$ cat src/rtl/text_line_fetch.sv
`default_nettype none
// +----------------------------------------------------------------------------+
// | Module      : text_line_fetch                                              |
// | Description : Text-mode scanline fetcher. For each character column it     |
// |               reads the character code, then the font byte for the        |
// |               current scanline. It then shifts the font byte out MSB-first |
// |               as one pixel per clock. The pixel stream for a line has no   |
// |               gaps.                                                        |
// | Revision    : 1.0 - initial release                                        |
// +----------------------------------------------------------------------------+
// Ports:
//   clk              sole clock, rising edge
//   reset_n          synchronous active-low reset
//   line_start       one-cycle pulse starting a scanline (restarts if active)
//   row[8:0]         display scanline, sampled with line_start
//   mem_read_addr    video memory read address (character, then font)
//   mem_read_enable  video memory read strobe
//   mem_read_data    memory data, valid the cycle after the address
//   pixel_valid      pixel_on carries a pixel this cycle
//   pixel_on         foreground (1) / background (0), 0 when not valid
//   line_done        one-cycle pulse after the last pixel of a line
// Optional feature (macro TEXT_CURSOR_EN):
//   cursor_col[6:0], cursor_row[5:0] inputs; the cursor inverts all 8
//   pixels of the cursor cell on the bottom scanline (row[2:0]==7) of the
//   cursor character row.
module text_line_fetch #(
  parameter int          COLUMNS       = 80,
  parameter int          ADDRESS_WIDTH = 12,
  parameter int unsigned FONT_BASE     = 12'h800
) (
  input  logic                     clk,
  input  logic                     reset_n,
  input  logic                     line_start,
  input  logic [8:0]               row,
  output logic [ADDRESS_WIDTH-1:0] mem_read_addr,
  output logic                     mem_read_enable,
  input  logic [7:0]               mem_read_data,
`ifdef TEXT_CURSOR_EN
  input  logic [6:0]               cursor_col,
  input  logic [5:0]               cursor_row,
`endif
  output logic                     pixel_valid,
  output logic                     pixel_on,
  output logic                     line_done
);

  // cnt counts cycles since the line_start sample cycle, minus one:
  // cnt = 8k + 0 -> char fetch of column k
  // cnt = 8k + 1 -> font fetch of column k
  // cnt = 8k + 2 -> font byte captured
  // The pixels run from cnt 3 to 8*COLUMNS+2. line_done is at cnt 8*COLUMNS+3.
  localparam int                CNT_W     = $clog2(8 * COLUMNS + 4);
  localparam logic [CNT_W-1:0]  FETCH_END = CNT_W'(8 * COLUMNS);
  localparam logic [CNT_W-1:0]  DONE_CNT  = CNT_W'(8 * COLUMNS + 3);
  localparam logic [CNT_W-1:0]  PIX_START = CNT_W'(3);

  localparam logic [0:0] S_IDLE   = 1'b0;
  localparam logic [0:0] S_ACTIVE = 1'b1;

  logic [0:0]       state_q, state_d;
  logic [CNT_W-1:0] cnt_q,   cnt_d;
  logic [8:0]       row_q,   row_d;
  // The shift register also serves as the pattern buffer. The next font
  // byte is captured in the same cycle that the last bit of the previous
  // byte is shown, so a separate buffer would never hold distinct data.
  logic [7:0]       shift_q, shift_d;

  logic             active;
  logic             fetching;
  logic             pix_active;
  logic             line_end;
  logic [2:0]       phase;
  logic             cursor_hit;

  assign active     = (state_q == S_ACTIVE);
  assign fetching   = active && (cnt_q < FETCH_END);
  assign pix_active = active && (cnt_q >= PIX_START) && (cnt_q < DONE_CNT);
  assign line_end   = active && (cnt_q == DONE_CNT);
  assign phase      = cnt_q[2:0];

`ifdef TEXT_CURSOR_EN
  assign cursor_hit = (row_q[2:0] == 3'd7) && (row_q[8:3] == cursor_row) &&
                      ((32'(cnt_q - PIX_START) >> 3) == 32'(cursor_col));
`else
  assign cursor_hit = 1'b0;
`endif

  // State register
  always_ff @(posedge clk) begin
    if (!reset_n) begin
      state_q <= S_IDLE;
      cnt_q   <= '0;
      row_q   <= '0;
      shift_q <= '0;
    end else begin
      state_q <= state_d;
      cnt_q   <= cnt_d;
      row_q   <= row_d;
      shift_q <= shift_d;
    end
  end

  // Next-state logic
  always_comb begin
    state_d = state_q;
    cnt_d   = cnt_q;
    row_d   = row_q;
    shift_d = shift_q;
    if (line_start) begin
      // Also aborts a line in progress; its line_done never fires.
      state_d = S_ACTIVE;
      cnt_d   = '0;
      row_d   = row;
      shift_d = '0;
    end else if (active) begin
      if (line_end) begin
        state_d = S_IDLE;
        cnt_d   = '0;
      end else begin
        cnt_d = cnt_q + CNT_W'(1);
      end
      // Load has priority. It replaces bit 0 of the previous byte, which is
      // on pixel_on this cycle.
      if (fetching && (phase == 3'd2)) begin
        shift_d = mem_read_data;
      end else if (pix_active) begin
        shift_d = {shift_q[6:0], 1'b0};
      end
    end
  end

  // Output logic. The font address depends on mem_read_data in the same
  // cycle, so the address path is combinational.
  always_comb begin
    mem_read_addr   = '0;
    mem_read_enable = 1'b0;
    if (fetching && (phase == 3'd0)) begin
      mem_read_enable = 1'b1;
      mem_read_addr   = ADDRESS_WIDTH'(int'(row_q[8:3]) * COLUMNS +
                                      int'(cnt_q[CNT_W-1:3]));
    end else if (fetching && (phase == 3'd1)) begin
      mem_read_enable = 1'b1;
      mem_read_addr   = ADDRESS_WIDTH'(FONT_BASE +
                                      32'(mem_read_data) * 32'd8 +
                                      32'(row_q[2:0]));
    end
    pixel_valid = pix_active;
    pixel_on    = pix_active && (shift_q[7] ^ cursor_hit);
    line_done   = line_end;
  end

endmodule
`default_nettype wire
$ cat config.mk
export PLATFORM = sky130hd
export DESIGN_NAME = text_line_fetch
export DESIGN_NICKNAME = d
export VERILOG_FILES = /design/src/rtl/text_line_fetch.sv
export SDC_FILE = /design/constraint.sdc
export NUM_CORES = 1
export LEC_CHECK = 0
export BUFFER_PORTS_ARGS = -buffer_cell sky130_fd_sc_hd__buf_2
export CORE_UTILIZATION = 50
export DETAILED_ROUTE_END_ITERATION = 16
export PLACE_DENSITY = 0.71
export SYNTH_ARGS = -nofsm -noshare
export SYNTH_HDL_FRONTEND = slang
export SYNTH_SLANG_ARGS = --single-unit
export TNS_END_PERCENT = 10
$ cat constraint.sdc
create_clock -name clk -period 3.7 [get_ports clk]
set_clock_uncertainty 0.15 [all_clocks]
set_input_delay 0.74 -clock clk [delete_from_list [all_inputs] [get_ports clk]]
set_output_delay 0.74 -clock clk [all_outputs]
set_load 0.005 [all_outputs]
Word-level counts from Yosys, hierarchy flattened
Cells that the tools add are included.
{"block": "word_totals", "reg_bits": 28, "latch_bits": 0, "ramBits": 0, "mem_bits_ro": 0, "input_bits": 20, "out_inout_bits": 16, "wordCells": 38, "mem_count": 0}
{"block": "op_classes", "addsub": 4, "mul": 1, "div_mod_pow": 0, "order_cmp": 3, "n_eq_ne": 3, "shift": 0, "mux": 10, "bitwise_logic": 1, "reduce_logical": 12}
{"op": "2-to-1 mux 12 bit", "n": 2}
{"op": "< comparator 10 bit (second input constant)", "n": 2}
{"op": "2-to-1 mux 8 bit", "n": 2}
{"op": "adder 12 x 11 -> 12 bit (first input constant)", "n": 1}
{"op": "adder 12 x 3 -> 12 bit", "n": 1}
{"op": "adder 12 x 7 -> 12 bit", "n": 1}
{"op": "adder 10 x 1 -> 10 bit (second input constant)", "n": 1}
{"op": "equality test 10 bit (second input constant)", "n": 1}
{"op": ">= comparator 10 x 2 -> 1 bit (second input constant)", "n": 1}
{"op": "2-to-1 mux 10 bit", "n": 1}
{"op": "logical AND 1 bit", "n": 8}
{"op": "multiplier 6 x 3 -> 8 bit (second input constant)", "n": 1}
{"op": "2-to-1 mux 1 bit", "n": 5}
{"op": "equality test 3 x 1 -> 1 bit (second input constant)", "n": 1}
{"op": "equality test 3 x 2 -> 1 bit (second input constant)", "n": 1}
{"op": "logical NOT 3 bit", "n": 1}
{"op": "AND reduction 2 bit", "n": 1}
{"op": "nonzero test 2 bit", "n": 1}
{"op": "OR reduction 2 bit", "n": 1}
{"op": "inverter 1 bit", "n": 1}

Longest topological paths before layout
Gate-level depths: netlist of the first run.
{"block": "logic_depth", "ltp_word": 5, "ltp_mapped": 8, "mapped_depth_nobuf": 8}

Least setup slack after synthesis of the first run
Ideal clock, no wire load.
{"block": "synth_timing", "path_type": "reg-to-output", "start": "register row_q[4]", "end": "output mem_read_addr[11]", "arrival_time_ns": 2.032, "required_time_ns": 2.810, "setup_slack_ns": 0.778, "stages_incl_launch_ff": 9, "n_path_buf": 0, "cell_sequence": "dfxtp_1 > ha_1 > ha_1 > fa_1 > xor2_1 > nand3_1 > nor4_1 > xnor2_1 > o21bai_1"}
{"block": "synth_between", "elab_chain_cells": 3}
{"element": "start, declared", "line": "62", "text": "logic [8:0] row_q, row_d;"}
{"element": "start signal, assigned", "line": "98", "text": "row_q <= row_d;"}
{"element": "multiplier 6 x 3 -> 8 bit", "line": "139", "text": "mem_read_addr = ADDRESS_WIDTH'(int'(row_q[8:3]) * COLUMNS +"}
{"element": "adder 12 x 7 -> 12 bit", "line": "139"}
{"element": "2-to-1 mux 12 bit", "line": "137", "text": "if (fetching && (phase == 3'd0)) begin"}
{"element": "end, declared", "line": "35", "text": "output logic [ADDRESS_WIDTH-1:0] mem_read_addr,"}
Every way passes these cells.

Worst setup path in the final report of the first run
Same ends and word-level chain as after synthesis.

==> results.md, run 1 <==
* Antenna violations before repair at 0
* Initial Utilization at 0.525
* Average via count per standard cell at 5.27
* Total inserted antenna cells at 0
* Fillcell total at 301
* Die footprint at 3770 um^2
* Post-layout minimum cycle time at 3.48 ns
* DRT antenna net count at 0
* Count of flip-flops with a built-in enable after synthesis at 0
* Buffers added on ports at 35
* Part of the cycle the worst path needs at 0.941
* Worst hold path class: register to register
* Number of instances in the synthesized netlist at 195
* Sum Neg Setup Slack at 0 ns
* Count of distinct cell types in the synthesized netlist at 37
* Critical path peak fanout at 4
* Normalized max-slew margin at 0.672
* Share of the synthesized area in the top cell type at 0.318
* Area of combinational cells with multiple inputs at 1160 um^2
* Placed standard-cell area at 1960 um^2
* Crit path buf inv count at 1
* Top post-synthesis cells by area: sky130_fd_sc_hd__dfxtp_1 (32%), sky130_fd_sc_hd__ha_1 (11%), sky130_fd_sc_hd__mux2i_1 (9.1%)
* Layout cell share with drive strength beyond 1 at 0.198
* Syn. warnings at 0
* Sequential element share of the synthesized area at 0.318
* CTS HTree Levels at 1
* Worst-path cell with the longest stage delay: sky130_fd_sc_hd__dfxtp_1
* Number of hold violations in the final report at 0
* Crit-path cells: ha_1 > ha_1 > fa_1 > xor2_2 > nand3_1 > nor4_1 > xnor2_1 > o21bai_1 > buf_2
* I/O pin count at 36
* CP required at 2.81 ns
* Final setup fails at 0
* Clock Tree Root: sky130_fd_sc_hd__clkbuf_4
* Number of buffers inserted by hold repair at cts at 0
* Top FF cell, synth: sky130_fd_sc_hd__dfxtp_1
* Leakage power at 0.879 nW
* Average cell area after synthesis at 9.05 um^2
* Overflow after GRT at 0
* Outcome: completed
* Leading cell types by count after synthesis: sky130_fd_sc_hd__dfxtp_1 (28), sky130_fd_sc_hd__mux2i_1 (16), sky130_fd_sc_hd__nor2_1 (16)
* Number of flip-flops and latches in the synthesized netlist at 28
* Max cap viols at 0
* Largest incremental delay on the critical path at 0.44 ns
* Wire length of the first global-routing pass at 5550 um
* Core Area at 3360 um^2
* Final core utilization at 0.601
* Worst-case vdd ir drop at 0.000170 V
* Buffers inserted during post-CTS setup optimization at 0
* DRC violations left at 0
* TritonCTS clock tree: built
* Capturing element type of the critical path: output port
* Most Frequent Cell on Critical Path: sky130_fd_sc_hd__ha_1
* Final design area excluding fillers at 2020 um^2
* CP startpoint kind: register
* Pin count of the biggest net entering global routing at 17
* Die boundary height at 61.4 um
* Post-detail-place hpwl at 2760 um
* Width of the die at 61.4 um
* Clk pin slew, worst setup/hold paths at 0.16 ns
* Post-synth ARST share at 0
* Cell with the most instances after synthesis: sky130_fd_sc_hd__dfxtp_1
* Cell type with the largest total area after synthesis: sky130_fd_sc_hd__dfxtp_1
* Power density relative to cell area at 299 nW/um^2
* Area delta synth->final at 14.5%
* Area taken by flip-flops and latches at 561 um^2
* Internal reg-to-reg setup slack at 1.81 ns
* Total via count after detailed routing at 1440
* Detailed Route WL at 3520 um
* Number of nets in the finished design at 265
* Summed instance area of the synthesized netlist at 1770 um^2
* Worst setup path category: register to output port
* Smallest hold slack at 0.364 ns
* Avg WL per Cell at 12.9 um
* Data arrival time at the worst-slack endpoint at 2.59 ns
* TritonCTS buffer count at 3
* Pre-antenna DRT Iters at 4
* Number of pins with negative max-slew slack in the final report at 0
* Worst skew pair latency at 0.34 ns
* Actual transition at the worst max-transition pin at 0.490 ns
* Routability congestion estimate at 0.797
* Sinks on Clock Net at 28
* Std cell rows at 21
* Clock Tree Buf Depth at 2
* Fmax achieved at 287 MHz
* Vias in the first global route at 1299
* Total track usage at 0.198
* Critical path's top delay family: adder cells
* Number of design-rule violations left by the first detailed-router iteration at 49
* Net Count, Synth at 232
==> worst register-to-register path: stages (launching register included) <==
cell and delay, ns:
sky130_fd_sc_hd__dfxtp_1 0.42, sky130_fd_sc_hd__nor4_4 0.36, sky130_fd_sc_hd__nor4b_2 0.29, sky130_fd_sc_hd__and2b_1 0.18, sky130_fd_sc_hd__nand2b_1 0.30, sky130_fd_sc_hd__nor2_1 0.09
==> final cells by class <==
class                   count  share of cell area
repair buffers             36              0.0903
clock buffers               3              0.0111
inverters                   3             0.00557
flip-flops and latches     28               0.277
multi-input cells         156               0.572
well taps                  46              0.0285
clock inverters             1              0.0149
==> cells in the final DEF, fill, tap and decap left out, types with 2 or more instances in the layout <==
| cell | count |
|---|---|
| sky130_fd_sc_hd__buf_2 | 35 |
| sky130_fd_sc_hd__dfxtp_1 | 28 |
| sky130_fd_sc_hd__nor2_1 | 16 |
| sky130_fd_sc_hd__mux2i_1 | 16 |
| sky130_fd_sc_hd__ha_1 | 15 |
| sky130_fd_sc_hd__a21oi_1 | 14 |
| sky130_fd_sc_hd__nand2_1 | 13 |
| sky130_fd_sc_hd__o21ai_0 | 12 |
| sky130_fd_sc_hd__nor2b_1 | 11 |
| sky130_fd_sc_hd__xnor2_1 | 11 |
| sky130_fd_sc_hd__a22o_1 | 7 |
| sky130_fd_sc_hd__nand3_1 | 6 |
| sky130_fd_sc_hd__xor2_1 | 4 |
| sky130_fd_sc_hd__inv_1 | 3 |
| sky130_fd_sc_hd__and3_1 | 3 |
| sky130_fd_sc_hd__nand4_1 | 3 |
| sky130_fd_sc_hd__clkbuf_4 | 3 |
| sky130_fd_sc_hd__and3b_1 | 2 |
| sky130_fd_sc_hd__and2_1 | 2 |
| sky130_fd_sc_hd__a21o_1 | 2 |
| sky130_fd_sc_hd__nor3_1 | 2 |
| sky130_fd_sc_hd__o21a_1 | 2 |
| sky130_fd_sc_hd__nand2b_1 | 2 |
| sky130_fd_sc_hd__fa_1 | 2 |
==> through the flow <==
step                      setup slack (ns)  instances  power, mW
after floorplan                      0.778        195      0.378
after global placement               0.625        269      0.405
after detailed placement             0.576        269      0.406
after CTS                            0.166        273      0.609
after global routing               -0.0145        273      0.635
final                                0.218        273      0.605
==> sequential cells by signal, summed over array words and instances (netlist names) <==
register and cells:
active 1, row_q 9, shift_q 8, cnt_q 10
==> power breakdown <==
group	internal, mW	switching, mW
clock	0.110	0.0942
combinational	0.0403	0.0437
sequential	0.309	0.00784
==> what timing repair did <==
| item | 4_1_cts | 5_1_grt |
|---|---|---|
| setup endpoints to repair | 0 | 1 |
| resized for setup | 0 | 1 |
| hold endpoints to repair | 0 | 0 |
==> cell families (layout without fill, tap and decap cells) <==
family / Yosys count / after routing / share of synthesized area
xor+xnor: 16 / 16 / 0.0794
compound gates: 41 / 41 / 0.144
fa+ha+maj: 17 / 17 / 0.129
mux: 16 / 16 / 0.0907
simple gates: 66 / 66 / 0.208
flops: 28 / 28 / 0.318
buf+inv: 11 / 43 / 0.0312
==> path summary, 6_finish.rpt <==
check	from	to	depth (start not counted)
worst max register to register	cnt_q[2]	cnt_q[4]	5
worst min register to register	shift_q[0]	shift_q[0]	2
worst min-delay path	shift_q[0]	shift_q[0]	2
worst max-delay path	row_q[4]	mem_read_addr[11]	9
==> metal layers <==
layer  share of wire  track usage  vias to the layer above
met2            0.43        0.325                       45
met4          0.0088       0.0730                        0
met1            0.50        0.265                      644
met3           0.059       0.0315                        4
met5               0            0                        -
li1                -            -                      747
Note: power is estimated with default switching activity, not from simulation.
==> run 2, diff against run 1 <==
--- a/config.mk
+++ b/config.mk
@@ -6,9 +6,9 @@
 export NUM_CORES = 1
 export LEC_CHECK = 0
 export BUFFER_PORTS_ARGS = -buffer_cell sky130_fd_sc_hd__buf_2
-export CORE_UTILIZATION = 50
+export CORE_UTILIZATION = 54
 export DETAILED_ROUTE_END_ITERATION = 16
-export PLACE_DENSITY = 0.71
+export PLACE_DENSITY = 0.89
 export SYNTH_ARGS = -nofsm -noshare
 export SYNTH_HDL_FRONTEND = slang
 export SYNTH_SLANG_ARGS = --single-unit
==> run 2 against run 1 <==
Compared with the run above:
- highest routed layer unchanged
- power decreased by 12%
- sequential power about the same
- design area decreased by 1.3%
- wire length increased by 2.7%
- register-to-register slack about the same
- critical path depth unchanged
- flip-flop and latch count unchanged
==> results.md, run 2 (synthesis gave the netlist of run 1 again) <==
* Outcome: completed (unchanged)
* Post-detail-place hpwl at 2690 um (was 2760 um)
* Number of design-rule violations left by the first detailed-router iteration at 63 (was 49)
* Total power after layout at 0.530 mW (was 0.605 mW)
* Die boundary height at 59.2 um (was 61.4 um)
* Core Area at 3080 um^2 (was 3360 um^2)
* DRT antenna net count at 0 (unchanged)
* Unrepaired setup endpoints after global routing: false
* Total via count after detailed routing at 1454 (was 1440)
* DRC violations left at 0 (unchanged)
* Detailed Route WL at 3620 um (was 3520 um)
* Buffers added on ports at 35 (unchanged)
* Sequential share of power at 0.597 (was 0.524)
* Leading cell type in the layout, fill and taps excluded: sky130_fd_sc_hd__buf_2 (unchanged)
* Routability congestion estimate at 0.823 (was 0.797)
* Area delta synth->final at 13.0% (was 14.5%)
* Total track usage at 0.221 (was 0.198)
* Most frequent cells in the layout: sky130_fd_sc_hd__buf_2 (35), sky130_fd_sc_hd__dfxtp_1 (28), sky130_fd_sc_hd__nor2_1 (16), sky130_fd_sc_hd__mux2i_1 (16), sky130_fd_sc_hd__ha_1 (15) (unchanged)
* Die footprint at 3500 um^2 (was 3770 um^2)
* Initial Utilization at 0.574 (was 0.525)
* Number of flip-flops in the largest register at 10 (unchanged)
* CP required at 2.81 ns (about the same)
* Worst setup path category: register to output port (unchanged)
* Power dissipated by switching net loads at 0.143 mW (was 0.146 mW)
* Overflow after GRT at 0 (unchanged)
* Number of nets in the finished design at 265 (unchanged)
* Average via count per standard cell at 5.39 (was 5.27)
* Number of hold violations in the final report at 0 (unchanged)
* Worst skew pair latency at 0.33 ns (was 0.34 ns)
* Number of pins with negative max-slew slack in the final report at 0 (unchanged)
* Most flop-heavy register: cnt_q (unchanged)
* I/O pin count at 36 (unchanged)
* Sinks on Clock Net at 28 (unchanged)
* Vias in the first global route at 1344 (was 1299)
* Pin count of the biggest net entering global routing at 16 (was 17)
* CTS HTree Levels at 1 (unchanged)
* Width of the die at 59.2 um (was 61.4 um)
* Critical path peak fanout at 4 (unchanged)
* Wire length of the first global-routing pass at 5820 um (was 5550 um)
* Std cell rows at 20 (was 21)
* Clock Tree Root: sky130_fd_sc_hd__clkbuf_4 (unchanged)
* Leakage power at 0.865 nW (was 0.879 nW)
* Power density relative to cell area at 266 nW/um^2 (was 299 nW/um^2)
* Switching share of total power at 0.269 (was 0.241)
* Normalized max-slew margin at 0.673 (was 0.672)
* CP startpoint kind: register (unchanged)
* TritonCTS clock tree: built (unchanged)
* Clock network power share at 0.243 (was 0.337)
* Worst hold path class: register to register (unchanged)
* Max cap viols at 0 (unchanged)
* Post-layout minimum cycle time at 3.52 ns (was 3.48 ns)
* Actual transition at the worst max-transition pin at 0.490 ns (about the same)
* Clk pin slew, worst setup/hold paths at 0.14 ns (was 0.16 ns)
* Antenna violations before repair at 0 (unchanged)
* Data arrival time at the worst-slack endpoint at 2.63 ns (was 2.59 ns)
* Layout cell share with drive strength beyond 1 at 0.199 (was 0.198)
* Buffers inserted during post-CTS setup optimization at 0 (unchanged)
* Fmax achieved at 284 MHz (was 287 MHz)
* Pre-antenna DRT Iters at 4 (unchanged)
* TritonCTS buffer count at 3 (unchanged)
* Avg WL per Cell at 13.4 um (was 12.9 um)
* Biggest registers after layout: cnt_q x10, row_q x9, shift_q x8 (unchanged)
* Internal at 0.388 mW (was 0.459 mW)
* Sum Neg Setup Slack at 0 ns (unchanged)
* Part of the total power dissipated in combinational logic at 0.160 (was 0.139)
* Worst-case vdd ir drop at 0.000173 V (was 0.000170 V)
* Part of the cycle the worst path needs at 0.952 (was 0.941)
* Final setup fails at 0 (unchanged)
* Total inserted antenna cells at 0 (unchanged)
* Capturing element type of the critical path: output port (unchanged)
* Clock Tree Buf Depth at 2 (unchanged)
[run 2: cell types whose count changed in the layout (fill, tap and decap cells not counted), sizes merged]
cell / delta
bufinv: -1
[run 2: final timing paths]
check	start	endpoint	slack, ns	depth (start not counted)
worst min-delay path	shift_q[0]	shift_q[0]	0.35	2
worst max-delay path	row_q[4]	mem_read_addr[11]	0.18	9
worst max register to register	cnt_q[2]	cnt_q[2]	1.82	5
worst min register to register	shift_q[0]	shift_q[0]	0.35	2
[run 2: area by class of cell]
type / count / area, um^2
fillers: 271 / 1080
repair buffers: 36 / 183
clock buffers: 3 / 22.5
multi-input cells: 156 / 1160
well taps: 44 / 55.1
flip-flops and latches: 28 / 561
inverters: 3 / 11.3
[run 2: critical path: stages, from the launching register on]
cell                       delay, ns
sky130_fd_sc_hd__dfxtp_1        0.43
sky130_fd_sc_hd__ha_1           0.26
sky130_fd_sc_hd__ha_1           0.23
sky130_fd_sc_hd__fa_1           0.43
sky130_fd_sc_hd__xor2_2         0.20
sky130_fd_sc_hd__nand3_1        0.13
sky130_fd_sc_hd__nor4_2         0.20
sky130_fd_sc_hd__xnor2_1        0.12
sky130_fd_sc_hd__o21bai_1       0.15
sky130_fd_sc_hd__buf_2          0.13
[run 2: through the flow]
stage	instance area [um^2]	util	std cells	hold slack, ns	setup WS (ns)
detailed placement	1960	0.637	267	0.323	0.570
floorplan	1770	-	195	0.308	0.778
finish	2000	0.648	270	0.346	0.177
global route	2000	0.648	270	0.369	0.0172
global placement	1960	0.637	267	0.325	0.638
CTS	1980	0.644	270	0.345	0.0585
[run 2: layer usage]
layer | global-route usage | vias to the layer above | wire [um]
met5 | 0 | - | 0
met4 | 0.116 | 0 | 118
met3 | 0.0240 | 11 | 161
met2 | 0.353 | 48 | 1640
met1 | 0.293 | 643 | 1690
li1 | - | 752 | -
[run 2: power by group through the flow]
stage	clock (mW)	combinational, mW	sequential, mW
6_report	0.129	0.0849	0.317
5_1_grt	0.143	0.0953	0.318
4_1_cts	0.131	0.0832	0.317
3_5_place_dp	0	0.0822	0.323
3_3_place_gp	0	0.0804	0.323
2_1_floorplan	0	0.0583	0.320
[run 2: timing repair]
action                     CTS  global route
hold endpoints to repair     0             0
hold buffers                 0             0
gates resized for setup      0             2
setup endpoints to repair    0             1
==> run 3, diff against run 2 <==
--- a/config.mk
+++ b/config.mk
@@ -8,7 +8,9 @@
 export BUFFER_PORTS_ARGS = -buffer_cell sky130_fd_sc_hd__buf_2
 export CORE_UTILIZATION = 54
 export DETAILED_ROUTE_END_ITERATION = 16
+export HOLD_SLACK_MARGIN = 0.03
 export PLACE_DENSITY = 0.89
+export REMOVE_ABC_BUFFERS = 1
 export SYNTH_ARGS = -nofsm -noshare
 export SYNTH_HDL_FRONTEND = slang
 export SYNTH_SLANG_ARGS = --single-unit
==> run 3 against run 2 <==
Compared with the run above:
- register-to-register slack hardly changed
- sequential share of layout area is 0.11 points lower
- die area stayed put
- worst hold slack hardly changed
- clock-buffer cell count is 1 higher
- non-clock buffer count stayed put
- design area is 0.38% higher
- flip-flop and latch count stayed put
- via count is 0.21% higher
- utilization is 0.24 points higher
- critical path type unchanged
- critical endpoint unchanged
- highest routed layer unchanged
==> results.md, run 3 (synthesis gave the netlist of run 1 again) <==
* Total inserted antenna cells at 0 (unchanged)
* CP required at 2.81 ns (about the same)
* Biggest registers after layout: cnt_q x10, row_q x9, shift_q x8 (unchanged)
* Detailed Route WL at 3400 um (was 3620 um)
* Worst hold path cell count at 2 (unchanged)
* I/O pin count at 36 (unchanged)
* DRT antenna net count at 0 (unchanged)
* Number of hold violations in the final report at 0 (unchanged)
* Most flop-heavy register: cnt_q (unchanged)
* Pre-antenna DRT Iters at 4 (unchanged)
* Worst setup timing slack at the placement stage at 0.506 ns (was 0.570 ns)
* Worst skew pair latency at 0.32 ns (was 0.33 ns)
* Part of the cycle the worst path needs at 0.962 (was 0.952)
* Number of nets in the finished design at 265 (unchanged)
* Power density relative to cell area at 272 nW/um^2 (was 266 nW/um^2)
* Routability congestion estimate at 0.792 (was 0.823)
* Pin count of the biggest net entering global routing at 16 (unchanged)
* Area delta synth->final at 13.5% (was 13.0%)
* Leading cell type in the layout, fill and taps excluded: sky130_fd_sc_hd__buf_2 (unchanged)
* Total via count after detailed routing at 1457 (was 1454)
* Capturing element type of the critical path: output port (unchanged)
* Core Area at 3080 um^2 (unchanged)
* Startpoint of the worst hold path: shift_q[0] (unchanged)
* Worst setup path category: register to output port (unchanged)
* Max cap viols at 0 (unchanged)
* Initial Utilization at 0.574 (unchanged)
* Antenna violations before repair at 0 (unchanged)
* Worst hold path class: register to register (unchanged)
* Number of flip-flops in the largest register at 10 (unchanged)
* Setup ws final at 0.142 ns (was 0.177 ns)
* Overflow after GRT at 0 (unchanged)
* CTS HTree Levels at 1 (unchanged)
* DRC violations left at 0 (unchanged)
* Internal reg-to-reg setup slack at 1.82 ns (about the same)
* Clock Tree Buf Depth at 2 (unchanged)
* Width of the die at 59.2 um (unchanged)
* Final core utilization at 0.651 (was 0.648)
* Outcome: completed (unchanged)
* Number of pins with negative max-slew slack in the final report at 0 (unchanged)
* Wire length of the first global-routing pass at 5460 um (was 5820 um)
* Startpoint of the worst-slack reg-to-reg timing path: cnt_q[2] (unchanged)
* Number of design-rule violations left by the first detailed-router iteration at 39 (was 63)
* Data arrival time at the worst-slack endpoint at 2.67 ns (was 2.63 ns)
* Std cell rows at 20 (unchanged)
* Layout cell share with drive strength beyond 1 at 0.198 (was 0.199)
* Clk pin slew, worst setup/hold paths at 0.14 ns (about the same)
* Post-cts gate resize count at 0 (unchanged)
* Actual transition at the worst max-transition pin at 0.477 ns (was 0.490 ns)
* Most frequent cells in the layout: sky130_fd_sc_hd__buf_2 (35), sky130_fd_sc_hd__dfxtp_1 (28), sky130_fd_sc_hd__nor2_1 (16), sky130_fd_sc_hd__mux2i_1 (16), sky130_fd_sc_hd__ha_1 (15) (unchanged)
* Endpoint with the worst hold slack: shift_q[0] (unchanged)
* Worst-case vdd ir drop at 0.000281 V (was 0.000173 V)
* Buffers added on ports at 35 (unchanged)
* Post-layout minimum cycle time at 3.56 ns (was 3.52 ns)
* Smallest hold slack at 0.346 ns (about the same)
* Leakage power at 0.872 nW (was 0.865 nW)
* Normalized max-slew margin at 0.682 (was 0.673)
* Total track usage at 0.203 (was 0.221)
* Die boundary height at 59.2 um (unchanged)
* Critical path peak fanout at 4 (unchanged)
* Final setup fails at 0 (unchanged)
* Sinks on Clock Net at 28 (unchanged)
* TritonCTS clock tree: built (unchanged)
* Crit Reg-Reg Endpoint: cnt_q[4] (was cnt_q[2])
* Number of cell instances on the worst register-to-register path at 5 (unchanged)
* Fmax achieved at 281 MHz (was 284 MHz)
* Clock Tree Root: sky130_fd_sc_hd__clkbuf_4 (unchanged)
* Final design area excluding fillers at 2000 um^2 (about the same)
* Vias in the first global route at 1228 (was 1344)
* CP startpoint kind: register (unchanged)
* TritonCTS buffer count at 3 (unchanged)
* Average via count per standard cell at 5.38 (was 5.39)
* Placed standard-cell area at 1960 um^2 (unchanged)
* Die footprint at 3500 um^2 (unchanged)
* Number of buffers inserted by hold repair at cts at 0 (unchanged)
* Avg WL per Cell at 12.6 um (was 13.4 um)
* Buffers inserted during post-CTS setup optimization at 0 (unchanged)
* Post-detail-place hpwl at 2680 um (was 2690 um)
run 3: changes by cell type in the layout (fill, tap and decap cells not counted):
cell	before	now
sky130_fd_sc_hd__nor4_1	0	1
sky130_fd_sc_hd__nor4_2	1	0
sky130_fd_sc_hd__clkbuf_8	0	1
run 3: stage by stage:
step	total power, mW	setup TNS, ns	instances
after CTS	0.548	0	271
after floorplan	0.373	0	187
after detailed placement	0.406	0	267
after global routing	0.574	-0.0229	271
after global placement	0.403	0	267
final	0.545	0	271
run 3: critical path, stage by stage, from the launching register on:
cell and delay, ns:
sky130_fd_sc_hd__dfxtp_1 0.43, sky130_fd_sc_hd__ha_1 0.26, sky130_fd_sc_hd__ha_1 0.23, sky130_fd_sc_hd__fa_1 0.43, sky130_fd_sc_hd__xor2_2 0.21, sky130_fd_sc_hd__nand3_1 0.09, sky130_fd_sc_hd__nor4_1 0.31, sky130_fd_sc_hd__xnor2_1 0.13
sky130_fd_sc_hd__o21bai_1 0.13, sky130_fd_sc_hd__buf_2 0.12
run 3: where the power goes:
group / internal (mW) / switching (mW) / total, mW / leakage (nW)
clock: 0.0602 / 0.0847 / 0.145 / 0.0210
combinational: 0.0404 / 0.0436 / 0.0840 / 0.623
sequential: 0.309 / 0.00773 / 0.317 / 0.228
total: 0.409 / 0.136 / 0.545 / 0.872
run 3: how the worst max path moves through the flow:
stage / endpoint / from / depth (start not counted) / slack (ns)
floorplan: mem_read_addr[11] / row_q[4] / 8 / 0.78
global placement: mem_read_addr[11] / row_q[4] / 9 / 0.63
detailed placement: mem_read_addr[11] / row_q[4] / 9 / 0.51
CTS: mem_read_addr[11] / row_q[4] / 9 / 0.17
global route: mem_read_addr[11] / row_q[4] / 9 / -0.02
finish: mem_read_addr[11] / row_q[4] / 9 / 0.14
run 3: cell type report:
type,count,area (um^2)
timing repair buffer,36,183
tap,44,55.1
fill,276,1070
clock buffer,4,36.3
sequential,28,561
inverter,3,11.3
multi-input combinational,156,1160
run 3: per-layer routing:
metal / share of wire / vias up / global-route usage
met1: 0.48 / 667 / 0.295
met2: 0.46 / 35 / 0.313
met5: 0 / - / 0
met3: 0.053 / 2 / 0.0459
li1: - / 753 / -
met4: 0.0035 / 0 / 0.0306
